## config.mk

```make
export PLATFORM = sky130hd
export DESIGN_NAME = wb_rr_arbiter2_flat
export DESIGN_NICKNAME = d
export VERILOG_FILES = /design/src/rtl/wb_rr_arbiter2_if.sv /design/src/rtl/wb_rr_arbiter2.sv /design/src/flat_wrapper.sv
export SDC_FILE = /design/constraint.sdc
export NUM_CORES = 1
export LEC_CHECK = 0
export ABC_AREA = 0
export CAP_MARGIN = 20
export CORE_MARGIN = 2
export CORE_UTILIZATION = 32
export CTS_BUF_LIST = sky130_fd_sc_hd__clkbuf_16
export DETAILED_ROUTE_END_ITERATION = 16
export PLACE_DENSITY = 0.7
export SLEW_MARGIN = 20
export SYNTH_ARGS = -nofsm -noshare
export SYNTH_HDL_FRONTEND = slang
export SYNTH_SLANG_ARGS = --single-unit
```

## constraint.sdc

```tcl
create_clock -name clk_i -period 2.9 [get_ports clk_i]
set_clock_uncertainty 0.05 [all_clocks]
set_input_delay 0.725 -clock clk_i [delete_from_list [all_inputs] [get_ports clk_i]]
set_output_delay 0.725 -clock clk_i [all_outputs]
set_load 0.02 [all_outputs]
```

## src/rtl/wb_rr_arbiter2_if.sv

```systemverilog
// Pipelined Wishbone B4 port bundle shared by the two masters and the slave side
// of wb_rr_arbiter2. dat_w flows master->slave, dat_r flows slave->master.
`timescale 1ns/1ps
interface wb_rr_arbiter2_if #(
    parameter int ADDR_W = 30
);
    logic              cyc;
    logic              stb;
    logic [ADDR_W-1:0] adr;
    logic [3:0]        sel;
    logic              we;
    logic [31:0]       dat_w;
    logic [31:0]       dat_r;
    logic              ack;
    logic              err;
    logic              rty;
    logic              stall;

    modport master (
        output cyc, stb, adr, sel, we, dat_w,
        input  dat_r, ack, err, rty, stall
    );

    modport slave (
        input  cyc, stb, adr, sel, we, dat_w,
        output dat_r, ack, err, rty, stall
    );
endinterface

```

## src/rtl/wb_rr_arbiter2.sv

```systemverilog
// Two-master round-robin arbiter in front of one pipelined Wishbone slave, one
// transaction in flight at a time, with a watchdog that turns a hung access into err.
//
// state | meaning
// IDLE  | no owner; arbitrate, latch the winner's request
// ISSUE | s_stb high for the owner until the slave stops stalling
// WAIT  | strobe taken; wait for ack/err/rty or watchdog expiry
`timescale 1ns/1ps
module wb_rr_arbiter2 #(
    parameter int ADDR_W  = 30,
    parameter int TIMEOUT = 255
) (
    input  logic             clk_i,
    input  logic             rst_n_i,
    wb_rr_arbiter2_if.slave  m0,
    wb_rr_arbiter2_if.slave  m1,
    wb_rr_arbiter2_if.master s
);
    localparam int CNT_W = (TIMEOUT > 1) ? $clog2(TIMEOUT + 1) : 1;
    localparam logic [CNT_W-1:0] WD_LIMIT = CNT_W'(TIMEOUT);

    typedef enum logic [1:0] {IDLE, ISSUE, WAIT} state_t;

    state_t            state;
    logic              owner;
    logic              last_grant;
    logic [CNT_W-1:0]  wd_cnt;

    logic              req0;
    logic              req1;
    logic              grant;
    logic              owner_cyc;
    logic              slv_resp;
    logic              wd_hit;
    logic [ADDR_W-1:0] adr_mux;

    always_comb begin
        req0      = m0.cyc & m0.stb;
        req1      = m1.cyc & m1.stb;
        // on a tie the master that did not own the bus last time wins
        grant     = (req0 & req1) ? ~last_grant : req1;
        owner_cyc = owner ? m1.cyc : m0.cyc;
        slv_resp  = s.ack | s.err | s.rty;
        wd_hit    = (TIMEOUT != 0) && (wd_cnt == WD_LIMIT);
        adr_mux   = grant ? m1.adr : m0.adr;
    end

    assign m0.stall = req0 & ~((state == IDLE) & ~grant);
    assign m1.stall = req1 & ~((state == IDLE) &  grant);

    always_ff @(posedge clk_i or negedge rst_n_i) begin
        if (!rst_n_i) begin
            state      <= IDLE;
            owner      <= 1'b0;
            last_grant <= 1'b1;
            wd_cnt     <= '0;
            s.cyc      <= 1'b0;
            s.stb      <= 1'b0;
            s.adr      <= '0;
            s.sel      <= '0;
            s.we       <= 1'b0;
            s.dat_w    <= '0;
            m0.ack     <= 1'b0;
            m0.err     <= 1'b0;
            m0.rty     <= 1'b0;
            m0.dat_r   <= '0;
            m1.ack     <= 1'b0;
            m1.err     <= 1'b0;
            m1.rty     <= 1'b0;
            m1.dat_r   <= '0;
        end else begin
            m0.ack <= 1'b0;
            m0.err <= 1'b0;
            m0.rty <= 1'b0;
            m1.ack <= 1'b0;
            m1.err <= 1'b0;
            m1.rty <= 1'b0;
            case (state)
                IDLE: begin
                    if (req0 | req1) begin
                        owner   <= grant;
                        s.adr   <= adr_mux;
                        s.sel   <= grant ? m1.sel   : m0.sel;
                        s.we    <= grant ? m1.we    : m0.we;
                        s.dat_w <= grant ? m1.dat_w : m0.dat_w;
                        s.cyc   <= 1'b1;
                        s.stb   <= 1'b1;
                        wd_cnt  <= '0;
                        state   <= ISSUE;
                    end
                end
                ISSUE, WAIT: begin
                    if (!owner_cyc) begin
                        s.cyc      <= 1'b0;
                        s.stb      <= 1'b0;
                        last_grant <= owner;
                        state      <= IDLE;
                    end else if ((state == WAIT) && slv_resp) begin
                        // a slave response beats a watchdog expiry in the same cycle
                        if (s.ack) begin
                            if (owner) begin
                                m1.ack   <= 1'b1;
                                m1.dat_r <= s.dat_r;
                            end else begin
                                m0.ack   <= 1'b1;
                                m0.dat_r <= s.dat_r;
                            end
                        end else if (s.err) begin
                            if (owner) m1.err <= 1'b1;
                            else       m0.err <= 1'b1;
                        end else begin
                            if (owner) m1.rty <= 1'b1;
                            else       m0.rty <= 1'b1;
                        end
                        s.cyc      <= 1'b0;
                        s.stb      <= 1'b0;
                        last_grant <= owner;
                        state      <= IDLE;
                    end else if (wd_hit) begin
                        if (owner) m1.err <= 1'b1;
                        else       m0.err <= 1'b1;
                        s.cyc      <= 1'b0;
                        s.stb      <= 1'b0;
                        last_grant <= owner;
                        state      <= IDLE;
                    end else begin
                        if (TIMEOUT != 0) wd_cnt <= wd_cnt + CNT_W'(1);
                        if ((state == ISSUE) && !s.stall) begin
                            s.stb <= 1'b0;
                            state <= WAIT;
                        end
                    end
                end
                default: state <= IDLE;
            endcase
        end
    end
endmodule

```

## src/flat_wrapper.sv

```systemverilog
// flat-port wrapper written by rule: the top's interface ports become plain ports
module wb_rr_arbiter2_flat 
#(
    parameter int ADDR_W  = 30,
    parameter int TIMEOUT = 255
)
  (clk_i, rst_n_i, m0_cyc, m0_stb, m0_adr, m0_sel, m0_we, m0_dat_w, m0_dat_r, m0_ack, m0_err, m0_rty, m0_stall, m1_cyc, m1_stb, m1_adr, m1_sel, m1_we, m1_dat_w, m1_dat_r, m1_ack, m1_err, m1_rty, m1_stall, s_cyc, s_stb, s_adr, s_sel, s_we, s_dat_w, s_dat_r, s_ack, s_err, s_rty, s_stall);
  wb_rr_arbiter2_if #(.ADDR_W(ADDR_W)) m0_i ();
  wb_rr_arbiter2_if #(.ADDR_W(ADDR_W)) m1_i ();
  wb_rr_arbiter2_if #(.ADDR_W(ADDR_W)) s_i ();
  input  logic clk_i;
  input  logic rst_n_i;
  input wire logic [$bits(m0_i.cyc)-1:0] m0_cyc;
  input wire logic [$bits(m0_i.stb)-1:0] m0_stb;
  input wire logic [$bits(m0_i.adr)-1:0] m0_adr;
  input wire logic [$bits(m0_i.sel)-1:0] m0_sel;
  input wire logic [$bits(m0_i.we)-1:0] m0_we;
  input wire logic [$bits(m0_i.dat_w)-1:0] m0_dat_w;
  output wire logic [$bits(m0_i.dat_r)-1:0] m0_dat_r;
  output wire logic [$bits(m0_i.ack)-1:0] m0_ack;
  output wire logic [$bits(m0_i.err)-1:0] m0_err;
  output wire logic [$bits(m0_i.rty)-1:0] m0_rty;
  output wire logic [$bits(m0_i.stall)-1:0] m0_stall;
  input wire logic [$bits(m1_i.cyc)-1:0] m1_cyc;
  input wire logic [$bits(m1_i.stb)-1:0] m1_stb;
  input wire logic [$bits(m1_i.adr)-1:0] m1_adr;
  input wire logic [$bits(m1_i.sel)-1:0] m1_sel;
  input wire logic [$bits(m1_i.we)-1:0] m1_we;
  input wire logic [$bits(m1_i.dat_w)-1:0] m1_dat_w;
  output wire logic [$bits(m1_i.dat_r)-1:0] m1_dat_r;
  output wire logic [$bits(m1_i.ack)-1:0] m1_ack;
  output wire logic [$bits(m1_i.err)-1:0] m1_err;
  output wire logic [$bits(m1_i.rty)-1:0] m1_rty;
  output wire logic [$bits(m1_i.stall)-1:0] m1_stall;
  output wire logic [$bits(s_i.cyc)-1:0] s_cyc;
  output wire logic [$bits(s_i.stb)-1:0] s_stb;
  output wire logic [$bits(s_i.adr)-1:0] s_adr;
  output wire logic [$bits(s_i.sel)-1:0] s_sel;
  output wire logic [$bits(s_i.we)-1:0] s_we;
  output wire logic [$bits(s_i.dat_w)-1:0] s_dat_w;
  input wire logic [$bits(s_i.dat_r)-1:0] s_dat_r;
  input wire logic [$bits(s_i.ack)-1:0] s_ack;
  input wire logic [$bits(s_i.err)-1:0] s_err;
  input wire logic [$bits(s_i.rty)-1:0] s_rty;
  input wire logic [$bits(s_i.stall)-1:0] s_stall;
  assign m0_i.cyc = m0_cyc;
  assign m0_i.stb = m0_stb;
  assign m0_i.adr = m0_adr;
  assign m0_i.sel = m0_sel;
  assign m0_i.we = m0_we;
  assign m0_i.dat_w = m0_dat_w;
  assign m0_dat_r = m0_i.dat_r;
  assign m0_ack = m0_i.ack;
  assign m0_err = m0_i.err;
  assign m0_rty = m0_i.rty;
  assign m0_stall = m0_i.stall;
  assign m1_i.cyc = m1_cyc;
  assign m1_i.stb = m1_stb;
  assign m1_i.adr = m1_adr;
  assign m1_i.sel = m1_sel;
  assign m1_i.we = m1_we;
  assign m1_i.dat_w = m1_dat_w;
  assign m1_dat_r = m1_i.dat_r;
  assign m1_ack = m1_i.ack;
  assign m1_err = m1_i.err;
  assign m1_rty = m1_i.rty;
  assign m1_stall = m1_i.stall;
  assign s_cyc = s_i.cyc;
  assign s_stb = s_i.stb;
  assign s_adr = s_i.adr;
  assign s_sel = s_i.sel;
  assign s_we = s_i.we;
  assign s_dat_w = s_i.dat_w;
  assign s_i.dat_r = s_dat_r;
  assign s_i.ack = s_ack;
  assign s_i.err = s_err;
  assign s_i.rty = s_rty;
  assign s_i.stall = s_stall;
  wb_rr_arbiter2 #(.ADDR_W(ADDR_W), .TIMEOUT(TIMEOUT)) u_core (.clk_i(clk_i), .rst_n_i(rst_n_i), .m0(m0_i), .m1(m1_i), .s(s_i));
endmodule
```

=== Word level (Yosys, flattened, before mapping) ===
Index checks and enable logic that the tools add are counted.

* Add/subtract/negate cells: 1
* Eq/ne operators: 10
* Muxes and demuxes: 62
* Bitwise operators: 15
* Reduce and logical (&&, ||, !) cells: 14

{| class="wikitable"
|+ Operators by type and width
! cell !! number
|-
| two-way mux 1 bit || 46
|-
| two-way mux 32 bit || 1
|-
| two-way mux 8 bit || 4
|-
| two-way mux 30 bit || 1
|-
| one-hot mux 8 bit (2 select lines) || 1
|-
| AND reduction 5 bit || 3
|-
| two-way mux 2 bit || 5
|-
| adder 8 x 1 -> 8 bit, second input constant || 1
|-
| equality test 8 bit, second input constant || 1
|-
| AND 1 bit || 7
|-
| inequality test 2 bit, second input constant || 3
|-
| AND reduction 2 bit || 3
|-
| AND reduction 3 bit || 2
|-
| inequality test 5 bit, second input constant || 1
|-
| NOT 1 bit || 5
|-
| two-way mux 4 bit || 1
|-
| inequality test 4 bit, second input constant || 1
|-
| one-hot mux 1 bit (2 select lines) || 2
|-
| one-hot mux 2 bit (2 select lines) || 1
|-
| inequality test 3 bit, second input constant || 1
|-
| OR 1 bit || 3
|-
| equality test 2 x 1 -> 1 bit, second input constant || 1
|-
| equality test 2 bit, second input constant || 1
|-
| logical AND 1 bit || 2
|-
| 5 further kinds || 5
|}

* Register bits after elaboration: 151
* Input port bits: 176
* Output and inout port bits: 141
* Word-level logic and storage cells: 120

=== Logic depth before layout (Yosys ltp) ===
* Word-level depth: 7
* Mapped depth: 7
* Depth with buffers taken out: 6

=== Worst setup path before layout ===
Ideal clock, no wire load.

* Kind: input port to output port
* Start: in m0_cyc
* End: out m0_stall
* Arrival: 1.687 ns
* Required time: 2.125 ns
* Slack: 0.438 ns
* Cell stages on the path: 6
* Buffers on the path: 3
* Cells stage by stage: nand3_1 nand3_1 buf_4 buf_6 buf_6 a21oi_1

* Cells in the longest elaborated chain, start to end: 7

{| class="wikitable"
|+ RTL lines
! element !! RTL line !! source
|-
| from (decl) || flat_wrapper.sv:13 || <nowiki>input wire logic [$bits(m0_i.cyc)-1:0] m0_cyc;</nowiki>
|-
| AND 1 bit (*) || wb_rr_arbiter2.sv:38 || <nowiki>req0 = m0.cyc & m0.stb;</nowiki>
|-
| AND 1 bit || wb_rr_arbiter2.sv:41 || <nowiki>grant = (req0 & req1) ? ~last_grant : req1;</nowiki>
|-
| two-way mux 1 bit || wb_rr_arbiter2.sv:41 ||
|-
| NOT 1 bit || wb_rr_arbiter2.sv:48 || <nowiki>assign m0.stall = req0 & ~((state == IDLE) & ~grant);</nowiki>
|-
| AND 1 bit || wb_rr_arbiter2.sv:48 ||
|-
| NOT 1 bit || wb_rr_arbiter2.sv:48 ||
|-
| AND 1 bit (*) || wb_rr_arbiter2.sv:48 ||
|-
| to (decl) || flat_wrapper.sv:23 || <nowiki>output wire logic [$bits(m0_i.stall)-1:0] m0_stall;</nowiki>
|}

Every way passes the cells marked *; elsewhere a longest branch is shown, timed or not.

=== Final worst setup path ===
Same ends and word-level chain as after synthesis.

==> metrics.txt <==
Slowest cell on crit path clkdlybuf4s50_1; Critical Path AT 1.87 ns; Reg-to-Reg Start u_core.state[0]; ys async rst share 1.00; clock root buffer clkbuf_16; GRT Total Usage 0.176; clock buffer depth 2; mux contribution to synthesized area 0.221; layout cell share with drive strength beyond 1 0.140; crit path max fanout 2; setup bufs post-CTS 0; static leakage 4.79 nW; clock latency on the worst-skew pair 0.42 ns; vias in the first global route 5482; Placeable Area 0.0202 mm2; CP endpoint kind output pin; commonest non-fill, non-tap cell in the layout clkdlybuf4s50_1; Max Slew Vio Count 0; H-tree depth 4; Power, Total 11.2 mW; XOR/XNOR Fraction of Synth Area 0; Mapped Avg Cell Area 12.2 um2; Worst-path clk slew 0.07 ns; commonest cells after routing, fill and taps aside clkdlybuf4s50_1 (313), dfrtp_1 (150), nor2_1 (75); post-synthesis adder-cell area fraction 0.00950; r2r worst-path depth 6; num rows 52; sequential element share of the synthesized area 0.574; Final Non-Filler Cells 1144; Post-route DRC 0; routed length per instance 16.9 um; CTS Hold Bufs 0; final worst-path cycle share 0.911; Final Setup Violations 0; FF-to-FF End u_core.m1.dat_r[18]; syn nets 723; largest net degree at the start of global routing 81; CTS tree done; relative slew slack 0.598; initial antenna violation count 0; Post-Route WL 19300 um; Initial Util 0.326; number of enable flip-flop cells after synthesis 0; minimum clock period 2.64 ns; status finished, final reports clean; Sink Count 151; WS Path Type input port to output pin; RSZ-0062 raised after global routing no; post-synthesis cell count 542; CP max stage delay 0.42 ns; worst path required time 2.12 ns; peak supply drop 0.675 mV; GPL Wtd Cong 0.819; DP Wirelength 14100 um; critical-path cell list clkdlybuf4s50_1, nand3_1, nand3_4, a21oi_1, dlygate4sd2_1; Vias 5306; first-pass GRT wire length 29900 um; Post-Synth Simple-Gate Area 0.0705; Primary FF master, synth dfrtp_1; Final ANT Viol Nets 0; DR pass1 iterations 4; Die Y 147 um; R2R Setup Slk 0.90 ns; Max-Cap Viols 0; final hold violations 0; Layout Utilization 0.530; post-synthesis compound-gate area fraction 0.0929; Iteration-0 DRC Markers 177; via density per instance 4.64; Layout area overhead 62.8%; largest family of logic cells by synthesized area multiplexers; Post-Syn Area 0.00659 mm2; fmax 378 MHz; Netlist cell types 45; # placed instances 1112; Die ar. 0.0218 mm2; boundary pin count 317; origin of the worst setup path m0_cyc; post-synthesis register bit count 151; Num CTS Buffers 17; Critical Path End m0_stall; Syn. warnings 0; Min-Delay Path Class input port to asynchronous set/reset pin; ant diodes 0; Die X-Extent 147 um; CTS resizes 2; Setup crit start kind input port; # port buffers 316; Cell Pwr Density 1050 mW/mm2; Filler Cell Count 1765; GR Overflow Total 0; Worst-Margin Slew 0.603 ns; Layout Nets 1042
## area by class of cell
| class | instances | area, um2 | share of cell area |
|---|---|---|---|
| Tap cell | 270 | 338 | 0.0315 |
| Timing Repair Buffer | 330 | 3350 | 0.313 |
| Inverter | 9 | 33.8 | 0.00315 |
| Clock buffer | 17 | 425 | 0.0397 |
| Clock inverter | 15 | 183 | 0.0170 |
| Sequential cell | 151 | 3780 | 0.352 |
| Multi-Input combinational cell | 352 | 2610 | 0.244 |
## how the worst min path moves through the flow
stage	startpoint	end	slack, ns	depth (start not counted)
global route	rst_n_i	u_core.s.adr[0]	0.28	1
global placement	u_core.m1.dat_r[9]	u_core.m1.dat_r[9]	0.42	1
floorplan	rst_n_i	u_core.m0.ack	0.38	0
detailed placement	u_core.m0.dat_r[9]	u_core.m0.dat_r[9]	0.44	1
CTS	rst_n_i	u_core.s.dat_w[6]	0.26	1
finish	rst_n_i	u_core.s.dat_w[4]	0.25	1
## metrics by stage
step                cell area, um2  hold slack [ns]  setup TNS, ns  worst slack [ns]
floorplan                     6590            0.379              0             0.438
global placement             10100            0.423        -0.0294           -0.0232
detailed placement           10100            0.443        -0.0598           -0.0416
CTS                          10700            0.261              0             0.242
global route                 10700            0.279              0             0.170
finish                       10700            0.253              0             0.257
## worst max-delay path, delay by kind of cell
kind | cells | cell delay (ns)
AO/OA/AOI/OAI | 1 | 0.14
AND/OR/NAND/NOR | 2 | 0.25
buffers and inverters | 2 | 0.76
## logic make-up after synthesis
logic type,Yosys count
flip-flops,151
adder cells (fa/ha/maj),5
buffers and inverters,39
multiplexers,137
AO/OA/AOI/OAI,103
AND/OR/NAND/NOR,107
## synth_stat cells (all sizes together) (2+ instances only)
library cell / instances / share of area
a21boi: 2 / 0.0028
a21o: 2 / 0.0023
a21oi: 70 / 0.053
a31oi: 2 / 0.0019
a41oi: 2 / 0.0027
buf: 24 / 0.024
clkbuf: 6 / 0.0034
dfrtp: 150 / 0.57
ha: 5 / 0.0095
inv: 9 / 0.0051
mux2: 68 / 0.12
mux2i: 69 / 0.10
nand2: 9 / 0.0051
nand2b: 2 / 0.0019
nand3: 9 / 0.0068
nand4: 2 / 0.0019
nand4b: 2 / 0.0027
nor2: 76 / 0.044
nor3: 3 / 0.0040
o211ai: 3 / 0.0042
o21ai: 10 / 0.0076
o22ai: 2 / 0.0019
o31a: 2 / 0.0027
## per-layer routing
metal,wire length (um),track usage,vias to the layer above
li1,-,-,2566
met2,9160,0.294,218
met1,8080,0.213,2512
met4,202,0.0404,0
met3,1830,0.0744,10
met5,0,0,-
## flip-flops by register name (all words and copies together) (netlist names), 2 cells and up
| signal | cells |
|---|---|
| u_core.m0.dat_r | 32 |
| u_core.m1.dat_r | 32 |
| u_core.s.adr | 30 |
| u_core.s.dat_w | 32 |
| u_core.s.sel | 4 |
| u_core.state | 2 |
| u_core.wd_cnt | 8 |
## power by group
part | total, mW | leakage [nW] | switching (mW) | internal [mW]
registers | 3.57 | 1.85 | 0.504 | 3.07
clock network | 2.28 | 0.295 | 0.979 | 1.31
logic | 5.38 | 2.65 | 2.73 | 2.64
total | 11.2 | 4.79 | 4.22 | 7.01
No activity file was read; power rests on OpenSTA's default activity.
